$ cat config.mk
export PLATFORM = sky130hd
export DESIGN_NAME = stim_check_ctrl
export DESIGN_NICKNAME = d
export VERILOG_FILES = /design/src/rtl/stim_check_pkg.sv /design/src/rtl/stim_lfsr16.sv /design/src/rtl/stim_check_ctrl.sv
export SDC_FILE = /design/constraint.sdc
export NUM_CORES = 1
export LEC_CHECK = 0
export BUFFER_PORTS_ARGS = -buffer_cell sky130_fd_sc_hd__buf_4
export CAP_MARGIN = 20
export CORE_MARGIN = 2
export CORE_UTILIZATION = 40
export DETAILED_ROUTE_END_ITERATION = 8
export SLEW_MARGIN = 20
export SYNTH_ARGS = -nofsm -noshare
export SYNTH_HDL_FRONTEND = slang
export SYNTH_SLANG_ARGS = --single-unit
$ cat constraint.sdc
create_clock -name clk -period 2.99 [get_ports clk]
set_input_delay 0.299 -clock clk [delete_from_list [all_inputs] [get_ports clk]]
set_output_delay 0.299 -clock clk [all_outputs]
set_load 0.02 [all_outputs]
$ cat src/rtl/stim_check_pkg.sv
// Shared types and constants for the stimulus/check controller.
// Holds the FSM state encoding, the LFSR feedback tap mask and the substitute for a zero seed.
package stim_check_pkg;

  typedef enum logic [1:0] {
    ST_IDLE = 2'd0,
    ST_RUN  = 2'd1,
    ST_DONE = 2'd2
  } state_t;

  // Taps for x^16+x^14+x^13+x^11+1 with the register shifting toward bit 0
  localparam logic [15:0] LFSR_TAP_MASK = 16'h002D;
  localparam logic [15:0] LFSR_ZERO_SUB = 16'h0001;

  function automatic logic [15:0] lfsr_seed_fix(input logic [15:0] seed);
    return (seed == 16'h0000) ? LFSR_ZERO_SUB : seed;
  endfunction

endpackage

$ cat src/rtl/stim_lfsr16.sv
// 16-bit Fibonacci LFSR with synchronous seed load; the new bit enters at bit 15.
// Load and advance take one cycle; state is frozen while en is low.
module stim_lfsr16
  import stim_check_pkg::*;
#(
  parameter logic [15:0] RESET_SEED = 16'h0001
) (
  input  logic        clk,
  input  logic        resetn,
  input  logic        load,
  input  logic        en,
  input  logic [15:0] seed,
  output logic [15:0] state
);

  always_ff @(posedge clk or negedge resetn) begin
    if (!resetn) begin
      state <= RESET_SEED;
    end else if (load) begin
      state <= seed;
    end else if (en) begin
      state <= {^(state & LFSR_TAP_MASK), state[15:1]};
    end
  end

endmodule

$ cat src/rtl/stim_check_ctrl.sv
// Drives LFSR stimulus to a DUT and reference model, counts output mismatches; a run starts one cycle after start.
// hold stalls stimulus and sampling; with STIM_CHECK_WDOG_EN a long stall ends the run with timeout set.
module stim_check_ctrl #(
  parameter int          N_SAMPLES = 100,
  parameter int          CNT_W     = 16,
  parameter logic [15:0] LFSR_SEED = 16'hACE1,
  parameter int          WDOG_CYC  = 1000
) (
  input  logic             clk,
  input  logic             resetn,
  input  logic             start,
  input  logic             hold,
  output logic             din,
  input  logic             out_ref,
  input  logic             out_dut,
  output logic             busy,
  output logic             done,
  output logic [CNT_W-1:0] errors,
  output logic [CNT_W-1:0] samples,
  output logic [CNT_W-1:0] first_err,
  output logic             first_err_vld,
  output logic             timeout
);
  import stim_check_pkg::*;

  localparam logic [15:0]      SEED_EFF = lfsr_seed_fix(LFSR_SEED);
  localparam logic [CNT_W-1:0] N_LAST   = CNT_W'(N_SAMPLES);
  localparam logic [CNT_W-1:0] CNT_MAX  = '1;

  state_t           state_q, state_d;
  logic [15:0]      lfsr_q;
  logic             armed_q;
  logic [CNT_W-1:0] errors_q, samples_q, first_err_q;
  logic             first_vld_q;
  logic             accept, last_hit, sample, mismatch, wdog_fire;
  logic             unused_lfsr_hi;

  assign accept   = start && ((state_q == ST_IDLE) || (state_q == ST_DONE));
  assign last_hit = (samples_q == N_LAST);
  assign sample   = (state_q == ST_RUN) && !hold && !last_hit;
  assign mismatch = sample && (out_ref != out_dut);

  stim_lfsr16 #(
    .RESET_SEED(SEED_EFF)
  ) u_lfsr (
    .clk   (clk),
    .resetn(resetn),
    .load  (accept),
    .en    (sample),
    .seed  (SEED_EFF),
    .state (lfsr_q)
  );

  // din is forced low from reset until the first run loads the seed
  assign din            = lfsr_q[0] & armed_q;
  assign unused_lfsr_hi = ^lfsr_q[15:1];

  always_ff @(posedge clk or negedge resetn) begin
    if (!resetn) begin
      state_q <= ST_IDLE;
    end else begin
      state_q <= state_d;
    end
  end

  always_comb begin
    state_d = state_q;
    busy    = 1'b0;
    done    = 1'b0;
    unique case (state_q)
      ST_IDLE: begin
        if (start) state_d = ST_RUN;
      end
      ST_RUN: begin
        busy = 1'b1;
        if (last_hit || wdog_fire) state_d = ST_DONE;
      end
      ST_DONE: begin
        done = 1'b1;
        if (start) state_d = ST_RUN;
      end
      default: state_d = ST_IDLE;
    endcase
  end

  always_ff @(posedge clk or negedge resetn) begin
    if (!resetn) begin
      armed_q     <= 1'b0;
      errors_q    <= '0;
      samples_q   <= '0;
      first_err_q <= '0;
      first_vld_q <= 1'b0;
    end else if (accept) begin
      armed_q     <= 1'b1;
      errors_q    <= '0;
      samples_q   <= '0;
      first_err_q <= '0;
      first_vld_q <= 1'b0;
    end else if (sample) begin
      samples_q <= samples_q + CNT_W'(1);
      if (mismatch) begin
        errors_q <= (errors_q == CNT_MAX) ? errors_q : errors_q + CNT_W'(1);
        if (!first_vld_q) begin
          first_err_q <= samples_q;
          first_vld_q <= 1'b1;
        end
      end
    end
  end

`ifdef STIM_CHECK_WDOG_EN
  localparam int             WD_W    = $clog2(WDOG_CYC + 1);
  localparam logic [WD_W-1:0] WD_LAST = WD_W'(WDOG_CYC - 1);

  logic [WD_W-1:0] wdog_q;
  logic            timeout_q;

  // Fires on the WDOG_CYC-th consecutive held RUN cycle
  assign wdog_fire = (state_q == ST_RUN) && hold && !last_hit && (wdog_q == WD_LAST);
  assign timeout   = timeout_q;

  always_ff @(posedge clk or negedge resetn) begin
    if (!resetn) begin
      wdog_q    <= '0;
      timeout_q <= 1'b0;
    end else if (accept) begin
      wdog_q    <= '0;
      timeout_q <= 1'b0;
    end else if ((state_q == ST_RUN) && hold) begin
      wdog_q <= wdog_q + WD_W'(1);
      if (wdog_fire) timeout_q <= 1'b1;
    end else begin
      wdog_q <= '0;
    end
  end
`else
  logic unused_wdog_cfg;

  assign wdog_fire       = 1'b0;
  assign timeout         = 1'b0;
  assign unused_wdog_cfg = (WDOG_CYC != 0);
`endif

  assign errors        = errors_q;
  assign samples       = samples_q;
  assign first_err     = first_err_q;
  assign first_err_vld = first_vld_q;

endmodule
Word level (Yosys, flattened, before mapping)
Index checks and enable logic that the tools add are counted.
{"block": "totals", "reg_bits": 68, "inputBits": 6, "output_inout_bits": 53, "elab_cells": 55}
{"block": "op_classes", "reduce_logical": 16, "add_sub_neg": 2, "bitwise_logic": 1, "eq_ne": 9, "n_mux": 20}
{"op": "16-bit two-way mux", "count": 12}
{"op": "16-bit by 1-bit adder with 16-bit output (second input constant)", "count": 2}
{"op": "16-bit == test (second input constant)", "count": 1}
{"op": "16-bit by 7-bit == test with 1-bit output (second input constant)", "count": 1}
{"op": "16-bit parity", "count": 1}
{"op": "3-bit AND reduction", "count": 2}
{"op": "1-bit two-way mux", "count": 5}
{"op": "1-bit logical AND", "count": 4}
{"op": "2-bit two-way mux", "count": 2}
{"op": "2-bit by 1-bit inequality test with 1-bit output (second input constant)", "count": 2}
{"op": "2-bit inequality test (second input constant)", "count": 2}
{"op": "2-bit case mux with 2 select lines", "count": 1}
{"op": "2-bit AND reduction", "count": 2}
{"op": "2-bit nonzero test", "count": 2}
{"op": "2-bit by 1-bit == test with 1-bit output (second input constant)", "count": 1}
{"op": "2-bit == test (second input constant)", "count": 1}
{"op": "1-bit zero test", "count": 2}
{"op": "2-bit zero test", "count": 1}
{"op": "2-bit OR reduction", "count": 1}
{"op": "1-bit bitwise AND", "count": 1}
{"op": "1-bit logical OR", "count": 1}
{"op": "1-bit inequality test", "count": 1}

Longest topological paths before layout
{"block": "depth", "word_depth": 7, "depth_mapped": 9, "ltp_nobuf": 7}

Hierarchy
From an unflattened synthesis, not the netlist that was laid out.
{"block": "hier_totals", "hier_cells": 349, "hier_area_um2": 3335.7}
{"module": "stim_check_ctrl", "area_per_inst_um2": 2543.7, "seq_area_each_um2": 1301.2, "cells_per_inst": 276, "instances": 1}
{"module": "stim_lfsr16", "area_per_inst_um2": 792.0, "seq_area_each_um2": 410.4, "cells_per_inst": 73, "instances": 1}

Least setup slack after synthesis
Ideal clock, no wire load.
{"block": "synth_path", "path_type": "reg2reg", "start": "reg state_q[1]", "end": "reg errors_q[13], in the netlist errors[13]", "synth_period_minus_slack_ns": 2.168, "arrival_time_ns": 2.090, "stages_incl_launch_ff": 8, "setup_slack_ns": 0.822, "cell_sequence": "dfrtp_1 -> or3b_1 -> buf_2 -> or2_0 -> clkbuf_2 -> a2111o_1 -> or3_1 -> a21oi_1"}
{"block": "synth_between", "elab_chain_len": 6, "elab_cells_between_ends": 13, "classes_between": "3 x eq/ne; 1 x mux; 9 x reduce/logical"}
{"element": "start, declared", "line_no": "stim_check_ctrl.sv:30", "source": "state_t state_q, state_d;"}
{"element": "start signal, assigned", "line_no": "stim_check_ctrl.sv:62", "source": "state_q <= state_d;"}
{"element": "2-bit by 1-bit == test with 1-bit output", "line_no": "stim_check_ctrl.sv:40", "source": "assign sample = (state_q == ST_RUN) && !hold && !last_hit;"}
{"element": "1-bit logical AND (2 in series)", "line_no": "stim_check_ctrl.sv:40"}
{"element": "1-bit logical AND", "line_no": "stim_check_ctrl.sv:41", "source": "assign mismatch = sample && (out_ref != out_dut);"}
{"element": "2-bit nonzero test (no source line)"}
{"element": "3-bit AND reduction (no source line)"}
{"element": "end signal, assigned", "line_no": "stim_check_ctrl.sv:102", "source": "errors_q <= (errors_q == CNT_MAX) ? errors_q : errors_q + CNT_W'(1);"}
{"element": "end, declared", "line_no": "stim_check_ctrl.sv:33", "source": "logic [CNT_W-1:0] errors_q, samples_q, first_err_q;"}
Several ways; a longest one is shown, not always the timed one.
A chain may end at the register's enable or synchronous reset.

Worst setup path after layout
{"block": "layout_path", "start": "reg samples_q[0], in the netlist samples[0]", "end": "reg u_lfsr.state[8]"}
{"block": "layout_between", "elab_chain_len": 4}
{"element": "start, declared", "line_no": "stim_check_ctrl.sv:33"}
{"element": "start signal, assigned", "line_no": "stim_check_ctrl.sv:100", "source": "samples_q <= samples_q + CNT_W'(1);"}
{"element": "16-bit by 7-bit == test with 1-bit output", "line_no": "stim_check_ctrl.sv:39", "source": "assign last_hit = (samples_q == N_LAST);"}
{"element": "1-bit zero test", "line_no": "stim_check_ctrl.sv:40"}
{"element": "1-bit logical AND", "line_no": "stim_check_ctrl.sv:40"}
{"element": "2-bit nonzero test (no source line)"}
{"element": "end signal, assigned", "line_no": "stim_lfsr16.sv:22", "source": "state <= {^(state & LFSR_TAP_MASK), state[15:1]};"}
{"element": "end, declared", "line_no": "stim_lfsr16.sv:13", "source": "output logic [15:0] state"}
No other way between the ends.

==> impl_metrics.tcl <==
set metrics [dict create \
    maxCapViolCount 0 \
    grt_max_degree 69 \
    dieHeight_um 94.0 \
    clockBufferDepth 2 \
    finalHoldViolCount 0 \
    timing.fmax_mhz 426 \
    port_buffers 57 \
    cts_buffers 9 \
    vias 2654 \
    htree_levels 3 \
    drtIter0Drc 88 \
    die_x_um 94.0 \
    postCtsHoldBufs 0 \
    nNetsFinal 412 \
    hpwl_um 5000 \
    stdcell_count 510 \
    start_util 0.417 \
    place.gp.congestion 0.835 \
    viasPerCell 5.20 \
    cts-resized-gates 0 \
    gr-usage-met2 0.279 \
    place_area_um2 3760 \
    drv_slew 0 \
    use_met1 0.261 \
    pin_count 59 \
    pre_cts_slack_ns 0.658 \
    powerDensity_nw_per_um2 688 \
    utilization 0.513 \
    grt-busiest-layer "met2" \
    antenna_found_initial 0 \
    ys_ff_latch 68 \
    crit_path_cell_trace "inv_1 > ha_1 > nor3b_1 > and4_1 > nor2_1 > buf_4 > nand2_1 > a21oi_1" \
    setup_ws_ns 0.641 \
    drcViolationCount 0 \
    avgSynthCellArea_um2 9.23 \
    rsz0062_at_grt "no" \
    ys_types 43 \
    rows 32 \
    syn_area_um2 3240 \
    path_max_fanout 15 \
    fin_skew_ns 0.0133 \
    setup_viol 0 \
    wl_um 7560 \
    tns_ns 0 \
    grtUsageTotal 0.186 \
    ys_seq_area_frac 0.528 \
    fin_crit_sh 0.786 \
    period_minus_slack_ns 2.35 \
    max_stage_delay_ns 0.58 \
    critPathSlowestCell "and4_1" \
    relSlewSlack 0.316 \
    cts_setup_buffers 0 \
    drive_gt1_frac 0.221 \
    cp-start-kind "flip-flop" \
    insertion_delay_ns 0.35 \
    core_um2 7770 \
    diodes 0 \
    cp_num_buf_inv 2 \
    status "finished, final reports clean" \
    grt_pass1_vias 2594 \
    clockRootBuffer "clkbuf_8" \
    clkTransAtPathRegs_ns 0.08 \
    leakagePower_uw 0.00183 \
    overflow 0 \
    ys_warn_count 0 \
    dpl.cell_count 494 \
    vdd_drop_max_mv 0.274 \
    cts_sinks 68 \
    grt_pass1_wl_um 12800 \
    min_path_type "input port to async pin" \
    area_growth_pct 22.9 \
    cp-end-kind "flip-flop" \
    synth_nets 360 \
    fin_area_um2 3980 \
    critPathKind "flip-flop to flip-flop" \
    worst_slew_pin_slew_ns 1.03 \
    dieArea_um2 8830 \
    arrival_ns 2.54 \
    drtAntennaViolNets 0 \
    wire_per_inst_um 14.8 \
    use_met3 0.0401 \
    cts_tree "yes" \
    syn_inst 351 \
    firstDrtPassIters 5 \
    crit_family "simple AND/OR/NAND/NOR gates" \
    cp.required_ns 3.18 \
]
## cell type report
class	instances	area, um2
clock buffer	10	138
clock inverter	6	87.6
fill	767	3780
inverter	6	22.5
multi-input combinational	255	1420
sequential	68	1710
tap	102	128
timing repair buffer	63	473
## cell usage in the layout (no fill, tap or decap), drive strengths merged, types with 3 or more instances in the layout
| master | instances |
|---|---|
| a21oi | 17 |
| and3 | 6 |
| and4 | 5 |
| buf | 63 |
| clkbuf | 10 |
| clkinv | 4 |
| dfrtp | 60 |
| dfstp | 8 |
| ha | 3 |
| inv | 6 |
| mux2i | 7 |
| nand2 | 82 |
| nand2b | 5 |
| nand3 | 18 |
| nand4 | 6 |
| nor2 | 22 |
| nor3 | 4 |
| nor4 | 8 |
| o211ai | 3 |
| o21ai | 20 |
| o31ai | 4 |
| or3 | 3 |
| xnor2 | 17 |
## Yosys cell counts
library cell,count,area share
nand2_1,82,0.095
dfrtp_1,60,0.46
nor2_1,22,0.025
o21ai_0,20,0.031
clkbuf_1,18,0.021
nand3_1,18,0.028
a21oi_1,17,0.026
xnor2_1,17,0.046
dfstp_2,8,0.065
nor4_1,8,0.015
mux2i_1,7,0.022
and3_1,6,0.012
inv_1,6,0.0070
nand4_1,6,0.012
and4_1,5,0.014
nand2b_1,5,0.0097
nor3_1,4,0.0062
o31ai_1,4,0.0093
ha_1,3,0.012
o211ai_1,3,0.0070
or3_1,3,0.0058
and2_1,2,0.0039
buf_2,2,0.0031
nor3b_1,2,0.0046
nor4b_1,2,0.0054
o311ai_0,2,0.0054
o41ai_1,2,0.0054
or4_1,2,0.0046
a2111o_1,1,0.0035
a2111oi_0,1,0.0027
a211oi_2,1,0.0039
a21o_1,1,0.0023
a31oi_1,1,0.0019
and2b_1,1,0.0023
buf_4,1,0.0023
clkbuf_2,1,0.0015
conb_1,1,0.0012
nor2b_1,1,0.0019
nor4bb_1,1,0.0031
o211a_1,1,0.0031
or2_0,1,0.0019
or2b_1,1,0.0023
or3b_1,1,0.0027
## power by group
group,internal (uW),switching (uW),leakage [uW],total (uW)
sequential,1100,157,0.000888,1260
clock,492,373,0.000116,866
combinational,271,345,0.000821,617
## worst paths after layout
| kind | startpoint | to | slack [ns] | cells after the start |
|---|---|---|---|---|
| worst min-delay path | resetn | first_err[14]$_DFFE_PN0P_ | 0.05 | 1 |
| worst max register to register | samples[0]$_DFFE_PN0P_ | u_lfsr.state[8]$_DFFE_PN0P_ | 0.64 | 8 |
| min in group clk | start | state_q[1]$_DFFE_PN0P_ | 0.25 | 3 |
| worst max-delay path | samples[0]$_DFFE_PN0P_ | u_lfsr.state[8]$_DFFE_PN0P_ | 0.64 | 8 |
| max in group asynchronous | resetn | samples[9]$_DFFE_PN0P_ | 2.37 | 1 |
| worst min register to register | armed_q$_DFFE_PN0P_ | armed_q$_DFFE_PN0P_ | 0.47 | 1 |
## registers in the layout, indices dropped and copies added (netlist names)
signal         count
errors            16
armed_q            1
samples           16
state_q            2
first_err         16
first_err_vld      1
u_lfsr.state      16
## stage by stage
stage / hold WS (ns) / power (uW)
global route: 0.115 / 2910
floorplan: 0.00341 / 1640
detailed placement: 0.454 / 1900
finish: 0.0453 / 2740
global placement: 0.452 / 1890
CTS: 0.0841 / 2770
## cells by family after synthesis
| kind of cell | synth area share |
|---|---|
| and+or+nand+nor | 0.255 |
| muxes | 0.0216 |
| other | 0.00116 |
| AOI/OAI and AO/OA | 0.102 |
| adders and majority gates | 0.0116 |
| DFF | 0.528 |
| buffers and inverters | 0.0348 |
| xor gates and xnor gates | 0.0460 |
## routing by layer
| layer | up-vias | share of wire | routed length (um) |
|---|---|---|---|
| li1 | 1311 | - | - |
| met1 | 1261 | 0.49 | 3720 |
| met2 | 71 | 0.45 | 3380 |
| met3 | 11 | 0.049 | 370 |
| met4 | 0 | 0.012 | 91 |
| met5 | - | 0 | 0 |
Power figures use the tool's default switching activity.
